[src/rtl/window_addr_gen.sv]
// Sliding-window tap address generator: walks a KxK window over a frame and emits one tap address per accepted cycle.
// Optional edge-replicate clamping of tap coordinates is enabled by defining WINDOW_CLAMP_EN.
module window_addr_gen #(
    parameter int ROW_W    = 11,
    parameter int COL_W    = 11,
    parameter int K        = 5,
    parameter int STRIDE_W = 3
) (
    input  logic                     clk,
    input  logic                     rst,
    input  logic                     start,
    input  logic                     abort,
    input  logic [ROW_W-1:0]         rowMax,
    input  logic [COL_W-1:0]         colMax,
    input  logic [STRIDE_W-1:0]      stride,
    input  logic                     addr_ready,
    output logic [ROW_W+COL_W-1:0]   address,
    output logic                     addr_valid,
    output logic                     in_bounds,
    output logic                     win_first,
    output logic                     win_last,
    output logic [ROW_W-1:0]         row,
    output logic [COL_W-1:0]         col,
    output logic                     busy,
    output logic                     done
);

    localparam int R     = (K - 1) / 2;
    localparam int CNT_W = $clog2(K);
    localparam int AW    = ROW_W + COL_W;
    localparam logic [CNT_W-1:0] CNT_LAST = CNT_W'(K - 1);

    typedef enum logic [1:0] {
        IDLE = 2'd0,
        SCAN = 2'd1,
        DONE = 2'd2
    } state_t;

    state_t                    state_q, state_d;
    logic [ROW_W-1:0]          rmax_q, rmax_d;
    logic [COL_W-1:0]          cmax_q, cmax_d;
    logic [STRIDE_W-1:0]       stride_q, stride_d;
    logic [ROW_W-1:0]          row_q, row_d;
    logic [COL_W-1:0]          col_q, col_d;
    logic [CNT_W-1:0]          dr_q, dr_d;
    logic [CNT_W-1:0]          dc_q, dc_d;
    logic signed [ROW_W:0]     tr_q, tr_d;
    logic signed [COL_W:0]     tc_q, tc_d;
    logic [AW-1:0]             address_q, address_d;
    logic                      addr_valid_q, addr_valid_d;
    logic                      in_bounds_q, in_bounds_d;
    logic                      win_first_q, win_first_d;
    logic                      win_last_q, win_last_d;
    logic                      busy_q, busy_d;
    logic                      done_q, done_d;

    logic signed [ROW_W+1:0]   tr_w;
    logic signed [COL_W+1:0]   tc_w;
    logic [ROW_W-1:0]          tr_eff;
    logic [COL_W-1:0]          tc_eff;
    logic [ROW_W:0]            row_sum;
    logic [COL_W:0]            col_sum;
    logic                      load_tap;
    logic                      clear_tap;

    function automatic logic signed [ROW_W+1:0] row_base(input logic [ROW_W-1:0] r);
        row_base = $signed({2'b00, r}) - $signed((ROW_W+2)'(R));
    endfunction

    function automatic logic signed [COL_W+1:0] col_base(input logic [COL_W-1:0] c);
        col_base = $signed({2'b00, c}) - $signed((COL_W+2)'(R));
    endfunction

    function automatic logic [ROW_W-1:0] clamp_row(input logic signed [ROW_W+1:0] t,
                                                   input logic [ROW_W-1:0] lim);
        if (t[ROW_W+1])                       clamp_row = '0;
        else if (t >= $signed({2'b00, lim}))  clamp_row = lim - 1'b1;
        else                                  clamp_row = t[ROW_W-1:0];
    endfunction

    function automatic logic [COL_W-1:0] clamp_col(input logic signed [COL_W+1:0] t,
                                                   input logic [COL_W-1:0] lim);
        if (t[COL_W+1])                       clamp_col = '0;
        else if (t >= $signed({2'b00, lim}))  clamp_col = lim - 1'b1;
        else                                  clamp_col = t[COL_W-1:0];
    endfunction

    assign row_sum = {1'b0, row_q} + (ROW_W+1)'(stride_q);
    assign col_sum = {1'b0, col_q} + (COL_W+1)'(stride_q);

    always_comb begin
        state_d      = state_q;
        rmax_d       = rmax_q;
        cmax_d       = cmax_q;
        stride_d     = stride_q;
        row_d        = row_q;
        col_d        = col_q;
        dr_d         = dr_q;
        dc_d         = dc_q;
        tr_d         = tr_q;
        tc_d         = tc_q;
        address_d    = address_q;
        addr_valid_d = addr_valid_q;
        in_bounds_d  = in_bounds_q;
        win_first_d  = win_first_q;
        win_last_d   = win_last_q;
        busy_d       = busy_q;
        done_d       = done_q;
        tr_w         = {tr_q[ROW_W], tr_q};
        tc_w         = {tc_q[COL_W], tc_q};
        load_tap     = 1'b0;
        clear_tap    = 1'b0;

        if (abort) begin
            state_d      = IDLE;
            addr_valid_d = 1'b0;
            busy_d       = 1'b0;
            done_d       = 1'b0;
            row_d        = '0;
            col_d        = '0;
            dr_d         = '0;
            dc_d         = '0;
            clear_tap    = 1'b1;
        end else begin
            case (state_q)
                IDLE, DONE: begin
                    if (start) begin
                        rmax_d   = rowMax;
                        cmax_d   = colMax;
                        stride_d = (stride == '0) ? STRIDE_W'(1) : stride;
                        row_d    = '0;
                        col_d    = '0;
                        dr_d     = '0;
                        dc_d     = '0;
                        if ((rowMax == '0) || (colMax == '0)) begin
                            state_d      = DONE;
                            addr_valid_d = 1'b0;
                            busy_d       = 1'b0;
                            done_d       = 1'b1;
                        end else begin
                            state_d      = SCAN;
                            addr_valid_d = 1'b1;
                            busy_d       = 1'b1;
                            done_d       = 1'b0;
                            tr_w         = row_base('0);
                            tc_w         = col_base('0);
                            load_tap     = 1'b1;
                        end
                    end
                end
                SCAN: begin
                    // Column offset is the outer loop, row offset the inner one.
                    if (addr_valid_q && addr_ready) begin
                        if (dr_q != CNT_LAST) begin
                            dr_d     = dr_q + 1'b1;
                            tr_w     = tr_w + (ROW_W+2)'(1);
                            load_tap = 1'b1;
                        end else begin
                            dr_d = '0;
                            tr_w = row_base(row_q);
                            if (dc_q != CNT_LAST) begin
                                dc_d     = dc_q + 1'b1;
                                tc_w     = tc_w + (COL_W+2)'(1);
                                load_tap = 1'b1;
                            end else begin
                                dc_d = '0;
                                if (col_sum < {1'b0, cmax_q}) begin
                                    col_d    = col_sum[COL_W-1:0];
                                    tc_w     = col_base(col_sum[COL_W-1:0]);
                                    load_tap = 1'b1;
                                end else if (row_sum < {1'b0, rmax_q}) begin
                                    col_d    = '0;
                                    row_d    = row_sum[ROW_W-1:0];
                                    tr_w     = row_base(row_sum[ROW_W-1:0]);
                                    tc_w     = col_base('0);
                                    load_tap = 1'b1;
                                end else begin
                                    state_d      = DONE;
                                    addr_valid_d = 1'b0;
                                    busy_d       = 1'b0;
                                    done_d       = 1'b1;
                                end
                            end
                        end
                    end
                end
                default: begin
                    state_d      = IDLE;
                    addr_valid_d = 1'b0;
                    busy_d       = 1'b0;
                    done_d       = 1'b0;
                end
            endcase
        end

`ifdef WINDOW_CLAMP_EN
        tr_eff = clamp_row(tr_w, rmax_d);
        tc_eff = clamp_col(tc_w, cmax_d);
`else
        tr_eff = tr_w[ROW_W-1:0];
        tc_eff = tc_w[COL_W-1:0];
`endif

        if (clear_tap) begin
            tr_d        = '0;
            tc_d        = '0;
            address_d   = '0;
            in_bounds_d = 1'b0;
            win_first_d = 1'b0;
            win_last_d  = 1'b0;
        end else if (load_tap) begin
            tr_d        = tr_w[ROW_W:0];
            tc_d        = tc_w[COL_W:0];
            address_d   = AW'(tr_eff) * AW'(cmax_d) + AW'(tc_eff);
            // Bounds test always uses the unclamped coordinates.
            in_bounds_d = !tr_w[ROW_W+1] && (tr_w < $signed({2'b00, rmax_d})) &&
                          !tc_w[COL_W+1] && (tc_w < $signed({2'b00, cmax_d}));
            win_first_d = (dr_d == '0) && (dc_d == '0);
            win_last_d  = (dr_d == CNT_LAST) && (dc_d == CNT_LAST);
        end
    end

    always_ff @(posedge clk or posedge rst) begin
        if (rst) begin
            state_q      <= IDLE;
            rmax_q       <= '0;
            cmax_q       <= '0;
            stride_q     <= '0;
            row_q        <= '0;
            col_q        <= '0;
            dr_q         <= '0;
            dc_q         <= '0;
            tr_q         <= '0;
            tc_q         <= '0;
            address_q    <= '0;
            addr_valid_q <= 1'b0;
            in_bounds_q  <= 1'b0;
            win_first_q  <= 1'b0;
            win_last_q   <= 1'b0;
            busy_q       <= 1'b0;
            done_q       <= 1'b0;
        end else begin
            state_q      <= state_d;
            rmax_q       <= rmax_d;
            cmax_q       <= cmax_d;
            stride_q     <= stride_d;
            row_q        <= row_d;
            col_q        <= col_d;
            dr_q         <= dr_d;
            dc_q         <= dc_d;
            tr_q         <= tr_d;
            tc_q         <= tc_d;
            address_q    <= address_d;
            addr_valid_q <= addr_valid_d;
            in_bounds_q  <= in_bounds_d;
            win_first_q  <= win_first_d;
            win_last_q   <= win_last_d;
            busy_q       <= busy_d;
            done_q       <= done_d;
        end
    end

    assign address    = address_q;
    assign addr_valid = addr_valid_q;
    assign in_bounds  = in_bounds_q;
    assign win_first  = win_first_q;
    assign win_last   = win_last_q;
    assign row        = row_q;
    assign col        = col_q;
    assign busy       = busy_q;
    assign done       = done_q;

endmodule
[config.mk]
export PLATFORM = sky130hd
export DESIGN_NAME = window_addr_gen
export DESIGN_NICKNAME = d
export VERILOG_FILES = /design/src/rtl/window_addr_gen.sv
export SDC_FILE = /design/constraint.sdc
export NUM_CORES = 1
export LEC_CHECK = 0
export CAP_MARGIN = 10
export CORE_UTILIZATION = 56
export DETAILED_ROUTE_END_ITERATION = 12
export PLACE_DENSITY = 0.87
export SKIP_LAST_GASP = 1
export SYNTH_ARGS = -nofsm -noshare
export SYNTH_HDL_FRONTEND = slang
export SYNTH_SLANG_ARGS = --single-unit
[constraint.sdc]
create_clock -name clk -period 8 [get_ports clk]
set_clock_uncertainty 0.1 [all_clocks]
set_input_delay 1.2 -clock clk [delete_from_list [all_inputs] [get_ports clk]]
set_output_delay 1.2 -clock clk [all_outputs]
set_load 0.02 [all_outputs]
; ---- Word-level counts from Yosys, hierarchy flattened
; Cells that the tools add are included.
[word_totals]
output_inout_bits = 50
inputBits = 30
ff_bits = 106
word_cells = 167
[op_classes]
n_mul = 1
n_mux = 99
n_bitwise = 1
eq_ne = 14
n_addsub = 10
order_cmp = 4
reduce_logical = 22
[op_table]
columns = operator, count
row1 = $mux 11, 19
row2 = $mux 13, 16
row3 = $pmux 13 s2, 2
row4 = $mux 12, 4
row5 = $mux 22, 2
row6 = $pmux 11 s2, 2
row7 = $sub 11x2->12 const B, 3
row8 = $mux 1, 30
row9 = $mux 3, 10
row10 = $ne 3x3->1 const B, 9
row11 = $add 12x2->13 const B, 2
row12 = $lt 13x12->1, 2
row13 = $add 11x3->12, 2
row14 = $lt 12x11->1, 2
row15 = $add 22x11->22, 1
row16 = $logic_not 11->1, 2
row17 = $mul 11x11->22, 1
row18 = $mux 2, 8
row19 = $pmux 3 s2, 2
row20 = $reduce_and 6->1, 2
row21 = $logic_not 3->1, 3
row22 = $reduce_and 7->1, 1
row23 = $add 3x1->3 const B, 2
row24 = $eq 3x3->1 const B, 2
row25 = 14 further kinds, 22

; ---- Longest topological paths before layout
[depth]
word_depth = 15
ltp_mapped = 42
ltp_nobuf = 39

; ---- Least setup slack after synthesis
; OpenSTA, ideal clock, no wires.
[synth_timing]
path_type = reg2reg
startpoint = reg row_q[0] (netlist: row[0])
endpoint = reg address_q[21] (netlist: address[21])
required_ns = 7.806
t_arrival_ns = 8.791
path_stages_with_launch = 41
n_path_buf = 3
setup_slack_ns = -0.984
cell_sequence = dfrtp_1 ha_1 fa_1 a21oi_2 nor2_8 nand3_1 xor2_1 inv_1 ha_1 nand4_1 a2111oi_0 nor2_1 and4b_1 buf_6 or3_1 buf_4 o211ai_1 a31oi_1 [... 5 more ...] fa_1 fa_1 fa_1 inv_1 fa_1 inv_1 fa_1 inv_1 ha_1 or3_1 o21ai_0 o31ai_1 nor2_1 o31ai_1 a21o_1 a21oi_1 xnor2_1 a211oi_1
[synth_via]
elab_chain_cells = 13
elab_cells_between_ends = 30
cone_classes = add/sub: 4 / mul: 1 / order compare: 1 / mux: 23 / reduce/logical: 1
[synth_rtl]
columns = element, line_no
row1 = start: declaration, 43  ; logic [ROW_W-1:0] row_q, row_d;
row2 = start signal: assignment, 247  ; row_q <= row_d;
row3 = $add 11x3->12, 88  ; assign row_sum = {1'b0, row_q} + (ROW_W+1)'(stride_q);
row4 = $sub 11x2->12 / $lt 12x11->1 (equally long branches), "67, 171"
row5 = $mux 13, 171  ; end else if (row_sum < {1'b0, rmax_q}) begin
row6 = $mux 13, 167  ; if (col_sum < {1'b0, cmax_q}) begin
row7 = $mux 13, 161  ; if (dc_q != CNT_LAST) begin
row8 = $mux 13, 154  ; if (dr_q != CNT_LAST) begin
row9 = $mux 13, 153  ; if (addr_valid_q && addr_ready) begin
row10 = $pmux 13 s2, 125  ; case (state_q)
row11 = $mux 13, 114  ; if (abort) begin
row12 = $mul 11x11->22, 214  ; address_d = AW'(tr_eff) * AW'(cmax_d) + AW'(tc_eff);
row13 = $add 22x11->22, 214
row14 = $mux 22, 211  ; end else if (load_tap) begin
row15 = $mux 22, 204  ; if (clear_tap) begin
row16 = end signal: assignment, 253  ; address_q <= address_d;
row17 = end: declaration, 49  ; logic [AW-1:0] address_q, address_d;
; Parallel ways exist; a longest one is shown, timed or not. The select of a mux whose other input is x is not followed.
; A chain may end at the register's enable or synchronous reset.

; ---- Final worst setup path
[layout_timing]
startpoint = reg stride_q[0]
endpoint = reg address_q[21] (netlist: address[21])
[layout_via]
elab_chain_cells = 13
elab_cells_between_ends = 32
cone_classes = add/sub: 5 / mul: 1 / order compare: 2 / mux: 23 / reduce/logical: 1
[layout_rtl]
columns = element, line_no
row1 = start: declaration, 42  ; logic [STRIDE_W-1:0] stride_q, stride_d;
row2 = start signal: assignment, 246  ; stride_q <= stride_d;
row3 = $add 11x3->12, 88
row4 = $sub 11x2->12 / $lt 12x11->1 (equally long branches), "67, 171"
row5 = $mux 13, 171
row6 = $mux 13, 167
row7 = $mux 13, 161
row8 = $mux 13, 154
row9 = $mux 13, 153
row10 = $pmux 13 s2, 125
row11 = $mux 13, 114
row12 = $mul 11x11->22, 214
row13 = $add 22x11->22, 214
row14 = $mux 22, 211
row15 = $mux 22, 204
; Parallel ways exist; a longest one is shown, timed or not. The select of a mux whose other input is x is not followed.

==> summary.md <==
| Metric | Value |
|---|---|
| Area of the die | `0.02207 mm^2` |
| CP required | `approximately 8200 ps` |
| # nets final | `1,995` |
| Count of final hold-check violations | `0` |
| Synth area leader | `dfrtp_1` |
| Worst min-delay path startpoint | `win_first$_DFFE_PP0P_` |
| Layout cells sized above 1 | `~26%` |
| Worst endpoint data arrival time | `8690 ps` |
| Via-to-Cell Ratio | `6.099` |
| H-tree depth | `3` |
| Hold Crit Class | `flip-flop to flip-flop` |
| Final HPWL DP | `30,440 um` |
| Num ports | `80` |
| Cell leakage power | `7.676 nW` |
| Failing checks | `setup timing` |
| CP Launch Type | `flip-flop` |
| Die width | `about 150 um` |
| Total congestion overflow | `0` |
| Max-Cap Viols | `0` |
| Total CTS buffers | `9` |
| Critical Setup Path Class | `flip-flop to flip-flop` |
| Setup violations, final | `12` |
| Reg2Reg Launch Point | `stride_q[0]$_DFFE_PP0P_` |
| Sequential-to-total area share from yosys stat | `21.85%` |
| Worst hold stages | `2` |
| PnR worst setup slack | `-499.7 ps` |
| Max Slew Vio Count | `0` |
| Int Pwr | `4.485 mW` |
| Ys async rst share | `between 90% and 100%` |
| R2r setup slk | `-500 ps` |
| Max Freq | `117.7 MHz` |
| Status | `complete, but fails checks` |
| Clock latency on the worst-skew pair | `roughly 370 ps` |
| Synth area leaders | `dfrtp_1 22%, fa_1 15%, ha_1 12%, nor2_1 5.6%, inv_1 5.4%` |
| Initial antenna violation count | `0` |
| Global Route Usage Sum | `between 30% and 40%` |
| Crit-path most repeated cell | `fa_1` |
| Setup crit end kind | `flip-flop` |
| # fillers | `around 1,400` |
| Sw Ratio | `a little under half` |
| Vias in the first global route | `12,478` |
| Main synth FF type | `dfrtp_1` |
| RSZ-0062 raised after global routing | `true` |
| Sequential Power Share | `roughly 8.1%` |
| DRC viols | `0` |
| Worst slew margin | `34.49%` |
| PortBufs | `79` |
| Switching power | `4.068 mW` |
| Hold Buf Count CTS | `0` |
| Top cells by count, synth | `178 x nor2_1, 174 x inv_1, 165 x nand2_1` |
| Clk slew on worst S/H paths | `80 ps` |
| Die Y | `148.5 um` |
| Routed Antenna Nets | `0` |
| Core area | `0.02102 mm^2` |
| Placer congestion estimate | `1.026` |
| R2r worst-path depth | `40` |
| Initial Util | `around 57%` |
| Avg Cell Area, Syn | `just over 8 um^2` |
| Hold worst-path end | `win_first$_DFFE_PP0P_` |
| CTS tree | `built` |
| Fin cells | `about 2,000` |
| Global-route wire length before repair | `64,760 um` |
| CP peak stage delay | `roughly 500 ps` |
| Dpl ws | `-692.6 ps` |
| Fin util | `approximately 77%` |
| DP Area | `0.01477 mm^2` |
| DR pass1 iterations | `6` |
| Via count | `12,430` |
| Post-synthesis cell type count | `83` |
| Min Tclk post-route | `8500 ps` |
| Root buffer cell | `clkbuf_16` |
| Multi-input gate area | `just over 0.009 mm^2` |
| Worst-margin pin slew | `982.6 ps` |
| Clk sinks | `105` |
| Pin count of the biggest net entering global routing | `62` |
| Storage element area | `between 0.002 and 0.003 mm^2` |
| N_diodes | `0` |
| Register bit count reported by yosys | `105` |
| VDD IR max | `1.115 mV` |
| RR Endpoint | `address[21]$_DFFE_PP0P_` |
| Fin area | `0.01612 mm^2` |
| Share of the synthesized area in the top cell type | `21.85%` |
| Crit-path max FO | `9` |
| Post-synth EDFFs | `0` |
| Comb pwr share | `85.7%` |
| Post-Synthesis Cells | `around 1,500` |
| WL/cell | `20.42 um` |
| Final worst-path cycle share | `106.2%` |
| Pwr dens | `530.5 mW/mm^2` |
| Clock tree buffer depth | `2` |
| Cells after DPL | `1,970` |
| Clock power share | `6.2%` |
| Yosys warning total | `0` |
| Slowest CP cell | `fa_1` |
| Syn Nets | `1,692` |
| P&R area growth vs syn | `34.05%` |
| Row count | `53` |
| Netlist Area Pre-Place | `0.01203 mm^2` |
| Count leader, synth | `nor2_1` |
| Final WL | `41,610 um` |
| DR iter-0 viols | `1,291` |
==> timing repair <==
item / in CTS / in global routing
resized for setup: 67 / 85
pin swaps: 58 / 55
cloned: 0 / 0
setup buffers: 33 / 27
setup endpoints to repair: 14 / 15
==> worst max path at each step <==
stage                            start                      end  cells past startpoint
3_3_place_gp        row[0]$_DFFE_PP0P_  address[20]$_DFFE_PP0P_                     37
3_5_place_dp        row[0]$_DFFE_PP0P_  address[20]$_DFFE_PP0P_                     35
4_1_cts             row[0]$_DFFE_PP0P_  address[21]$_DFFE_PP0P_                     39
2_1_floorplan       row[0]$_DFFE_PP0P_  address[17]$_DFFE_PP0P_                     40
6_report       stride_q[0]$_DFFE_PP0P_  address[21]$_DFFE_PP0P_                     40
5_1_grt        stride_q[0]$_DFFE_PP0P_  address[21]$_DFFE_PP0P_                     38
==> cells by family (layout without fill, tap and decap cells) <==
kind of cell	Yosys count	after routing	synth area share [%]
AOI/OAI and AO/OA	283	283	15.47
xor gates and xnor gates	60	60	4.370
adders and majority gates	206	206	27.24
and+or+nand+nor	523	523	20.14
DFF	105	105	21.85
buffers and inverters	243	550	7.876
muxes	36	36	3.059
==> critical path, delay by kind of cell, from the launching register on <==
family / cells / cell delay, ps
AO/OA/AOI/OAI: 11 / 2100
buffers and inverters: 8 / 790
flip-flops: 1 / 420
adder cells (fa/ha/maj): 9 / 3510
AND/OR/NAND/NOR: 10 / 1160
XOR/XNOR: 2 / 280
==> layout by cell type, fill, tap and decap left out, types with 10 or more instances in the layout <==
| cell type | instances |
|---|---|
| a21oi_2 | 10 |
| nand3_1 | 42 |
| inv_2 | 18 |
| o31ai_1 | 13 |
| nor4_1 | 11 |
| xor2_1 | 14 |
| nor3_1 | 24 |
| buf_6 | 11 |
| o21ai_0 | 50 |
| nand2_1 | 157 |
| ha_1 | 100 |
| buf_4 | 259 |
| dfrtp_1 | 102 |
| a211oi_1 | 13 |
| nand4_1 | 12 |
| nor2_2 | 13 |
| inv_1 | 157 |
| nand2b_1 | 12 |
| a21oi_1 | 65 |
| ha_4 | 10 |
| a31oi_1 | 11 |
| a21o_1 | 18 |
| xnor2_1 | 37 |
| and3_1 | 13 |
| clkdlybuf4s50_1 | 78 |
| mux2i_1 | 27 |
| fa_1 | 86 |
| and2_1 | 18 |
| nor2_1 | 163 |
==> per-layer routing <==
layer	global-route usage [%]	part of all wire, %	vias up
met5	0	0	-
met4	18.30	4.8	0
li1	-	-	5510
met1	48.14	37	6023
met2	62.69	48	721
met3	7.025	9.9	176
==> power by group through the flow <==
stage               sequential, mW  combinational [mW]  clock (mW)
finish                       0.696                7.33       0.526
global route                 0.704                7.95       0.541
CTS                          0.689                6.62       0.519
detailed placement           0.698                5.56           0
global placement             0.695                5.33           0
floorplan                    0.717                3.59           0
==> sequential cells by signal (all words and copies together), names as in the netlist <==
register   count
dr_q           3
tc_q          12
address       22
win_first      1
win_last       1
stride_q       3
row           11
tr_q          12
in_bounds      1
dc_q           3
state_q        2
busy           1
rmax_q        11
col           11
cmax_q        11
==> area by class of cell <==
cell class | count | area share (%)
clock buffers | 10 | 1.482
flip-flops and latches | 105 | 16.32
repair buffers | 352 | 18.08
multi-input cells | 1108 | 57.07
inverters | 183 | 4.369
clock inverters | 5 | 0.5433
well taps | 275 | 2.134
==> per-stage QoR <==
step | setup TNS, ps | hold WS, ps | power [mW]
floorplan | -1509 | 377.8 | 4.303
global route | -9093 | 450.9 | 9.193
global placement | -4035 | 403.0 | 6.029
detailed placement | -6033 | 415.6 | 6.254
CTS | -3284 | 428.2 | 7.827
finish | -4929 | 425.8 | 8.552
No activity file was read; power rests on OpenSTA's default activity.
==> edit 1 (same flow settings) <==
`ROW_W`: 11 -> 13.
--- a/src/rtl/window_addr_gen.sv
+++ b/src/rtl/window_addr_gen.sv
@@ -3,3 +3,3 @@
 module window_addr_gen #(
-    parameter int ROW_W    = 11,
+    parameter int ROW_W    = 13,
     parameter int COL_W    = 11,
Interface: changed (resized address, row and rowMax); port bits go from 80 to 86. No check against the original RTL was run, so the function may have changed too.
==> edit 1 against the unedited design <==
The run still ends with negative setup slack left; final area is 14% higher; via count is 15% higher; combinational power is 13% higher; critical path depth is 1 lower; largest cell class unchanged; non-clock buffer count is 70 higher; total power is 15% higher; first-iteration DRC count is 20% higher; global-route usage is 3.6 points higher; routed wire length is 21% higher; synthesized area is 12% higher; sequential cell count is 8 higher; setup slack worse by 0.32 ns.
==> edit 1: results (changes against the unedited design) <==
outcome:
  outcome: "complete, but fails checks"
  violations: "negative setup slack"
clock_network:
  insertion_delay_ns: 0.44  # +0.07 ns
  htreeDepth: 4  # +1
  cts_resized: 74  # +10%
  cts_buffers: 17  # +8
  postCtsSetupRepairBufs: 44  # +33%
synthesis:
  yosys-top-cells-count: "inv_1 (220), nand2_1 (171), nor2_1 (160), ha_1 (123), dfrtp_1 (113)"
  syn-num-nets: 1877  # +11%
  syn_avg_cell_area_um2: 8.35  # +1.1%
place:
  place_ws_ns: -0.925  # -0.232 ns
  dp_cells: 2228  # +13%
  dp_hpwl_um: 37200  # +22%
  io_buffers: 85  # +7.6%
  place_area_um2: 16800  # +14%
worst_setup_path:
  r2r_end: "address[16]"
  max_stage_delay_ns: 0.53  # +0.03 ns
  arrival_ns: 9.02  # +0.33 ns
  crit_fanout: 5  # -4
drt:
  drtIter0Drc: 1553  # +20%
  finalWirelength_um: 50200  # +21%
  num_vias: 14275  # +15%
min_path:
  hp-start: "address[3]"
  worstHoldEndpoint: "address[3]"
final_layout:
  final_cells: 2322  # +14%
  largest_register_ffs: 24  # +9.1%
  num-fill-cells: 1585  # +16%
sta:
  fin_ws_ns: -0.822  # -0.323 ns
  setup_tns_ns: -7.68  # -2.76 ns
  setup_violations: 13  # +1
global_route:
  grt_pass1_wl_um: 77300  # +19%
  grt_max_degree: 67  # +8.1%
pwr:
  power_leakage_nw: 8.86  # +15%
  pg_seq_mw: 0.777  # +12%
  pwr-share-comb: 0.840  # -0.017
  swShare: 0.483  # +0.00759
==> edit 1: cell count changes in the layout (fill, tap and decap cells not counted), sizes merged, moves of 11 or more <==
| cell | before | now |
|---|---|---|
| fa | 93 | 111 |
| xor2 | 18 | 30 |
| nor2 | 179 | 162 |
| o31ai | 19 | 30 |
| inv | 180 | 225 |
| buf | 274 | 337 |
| o21ai | 63 | 82 |
==> edit 1: per-layer routing <==
metal | up-vias | routed length, µm | track usage
met5 | - | 0 | 0
met4 | 0 | 2690 | 0.226
met3 | 231 | 4610 | 0.0757
met2 | 878 | 23800 | 0.686
met1 | 6918 | 19200 | 0.519
li1 | 6248 | - | -
==> edit 1: layout make-up <==
cell class	count	area, µm²	area share
flip-flops and latches	113	2840	0.154
well taps	319	399	0.0216
clock buffers	18	429	0.0233
inverters	226	856	0.0464
repair buffers	422	3450	0.187
clock inverters	14	155	0.00841
multi-input cells	1210	10300	0.559
==> edit 2 (same settings) <==
Without the edit above. Take the reset off `address_q` and load it in a clocked block of its own.
--- a/src/rtl/window_addr_gen.sv
+++ b/src/rtl/window_addr_gen.sv
@@ -234,3 +234,2 @@
             tc_q         <= '0;
-            address_q    <= '0;
             addr_valid_q <= 1'b0;
@@ -252,3 +251,2 @@
             tc_q         <= tc_d;
-            address_q    <= address_d;
             addr_valid_q <= addr_valid_d;
@@ -260,2 +258,6 @@
         end
+    end
+
+    always_ff @(posedge clk) begin
+        address_q <= address_d;
     end
Behaviour: not the same (a bounded check fails within 4 cycles, from zero or initial values and one cycle with rst high).
==> edit 2 against the unedited design <==
The flow still finishes with violations (negative setup slack); sequential cell count unchanged; largest cell class unchanged; routed wire length increased by 8.7%; synthesized area about the same; sequential power decreased by 2%; setup slack got worse by 0.28 ns; cell count increased by 2.6%; worst hold slack got worse by 0.067 ns; die area about the same; final area increased by 2.6%; total power decreased by 4.5%.
==> edit 2: results (changes against the unedited design) <==
global_route:
  grt_usage: 0.406  # +0.0255
  grt_pass1_wl_um: 68500  # +5.8%
worst_setup_path:
  max_stage_delay_ns: 0.54  # +0.04 ns
  crit_fanout: 5  # -4
  slowest_stage: "fa_2"
  arrival_ns: 8.93  # +0.24 ns
drt:
  drtIter0Drc: 1329  # +2.9%
  wl_per_cell_um: 21.6  # +6.0%
  via_per_inst: 6.24  # +2.3%
synthesis:
  async_flop_share: 0.790  # -0.210
  synthDistinctLibCells: 92  # +11%
  synth.area.top_cells: "dfrtp_1 (17%), fa_1 (15%), ha_1 (12%)"
  syn-num-nets: 1696  # +0.24%
  synthCells: 1458  # +0.14%
  synth_seq_area_share: 0.209  # -0.00935
  yosys-top-cells-count: "inv_1 (174), nand2_1 (171), nor2_1 (151), ha_1 (115), fa_1 (93)"
place:
  dp_cells: 2015  # +2.3%
  dp_hpwl_um: 32800  # +7.8%
  place_area_um2: 15100  # +2.1%
  gp_congestion: 0.976  # -4.8%
pwr:
  power_leakage_nw: 7.81  # +1.7%
sta:
  fin_ws_ns: -0.775  # -0.275 ns
  setup_violations: 12  # unchanged
final_layout:
  drive_above_1_share: 0.279  # +0.0190
  final_cells: 2090  # +2.6%
outcome:
  violations: "negative setup slack"
  outcome: "complete, but fails checks"
## edit 2: changes by cell type in the layout (fill, tap and decap cells not counted), moves of 10 or more
| cell | delta |
|---|---|
| nor3_1 | +16 |
| nand2_1 | +10 |
| dfrtp_1 | -25 |
| buf_4 | +44 |
| dfxtp_1 | +22 |
| o21ai_0 | -13 |
| nor2_1 | -16 |
## edit 2: path summary, 6_finish.rpt
path                                   from          end  slack, ns  depth (start not counted)
worst min register to register   address[1]   address[1]       0.36                          2
worst max-delay path            stride_q[0]  address[20]      -0.77                         36
worst max register to register  stride_q[0]  address[20]      -0.77                         36
max in group asynchronous               rst       row[1]       5.55                          3
min in group asynchronous               rst       row[7]       1.10                          2
worst min-delay path             address[1]   address[1]       0.36                          2
## edit 2: area by class of cell
type | instances | area, µm²
fillers | 1375 | 4490
well taps | 275 | 344
inverters | 177 | 671
clock buffers | 9 | 225
repair buffers | 398 | 3260
flip-flops and latches | 105 | 2520
multi-input cells | 1119 | 9390
clock inverters | 7 | 124
## edit 2: timing repair
action / CTS / global route
pin swaps: 59 / 72
hold endpoints to repair: 0 / 0
resized for setup: 73 / 71
setup endpoints to repair: 11 / 15
buffers inserted: 38 / 22
## edit 2: per-stage QoR
step | setup TNS (ns) | util | setup slack [ns] | total power, mW
floorplan | -1.63 | - | -0.566 | 4.11
global placement | -3.65 | 0.717 | -0.705 | 5.70
detailed placement | -5.19 | 0.717 | -0.899 | 5.89
CTS | -2.90 | 0.764 | -0.538 | 7.36
global route | -8.27 | 0.787 | -1.02 | 8.76
finish | -5.33 | 0.787 | -0.775 | 8.17
## edit 2: power breakdown
part | switching [mW] | internal (mW) | total [mW]
Sequential | 0.0734 | 0.611 | 0.684
Combinational | 3.56 | 3.37 | 6.93
Clock | 0.239 | 0.310 | 0.549
## edit 2: cell families (layout without fill, tap and decap cells)
| kind of cell | after synthesis | in the layout | share of synthesized area |
|---|---|---|---|
| multiplexers | 37 | 37 | 0.0314 |
| AND/OR/NAND/NOR | 523 | 523 | 0.198 |
| adder cells (fa/ha/maj) | 208 | 208 | 0.274 |
| flip-flops | 105 | 105 | 0.209 |
| AO/OA/AOI/OAI | 288 | 288 | 0.166 |
| buffers and inverters | 234 | 591 | 0.0755 |
| XOR/XNOR | 63 | 63 | 0.0458 |
## edit 2: per-layer routing
layer  vias up  GRT usage  wire length [µm]
met5         -          0                 0
met4         0      0.255              3290
met3       277     0.0629              4130
met2       895      0.684             21600
met1      6177      0.486             16300
li1       5686          -                 -
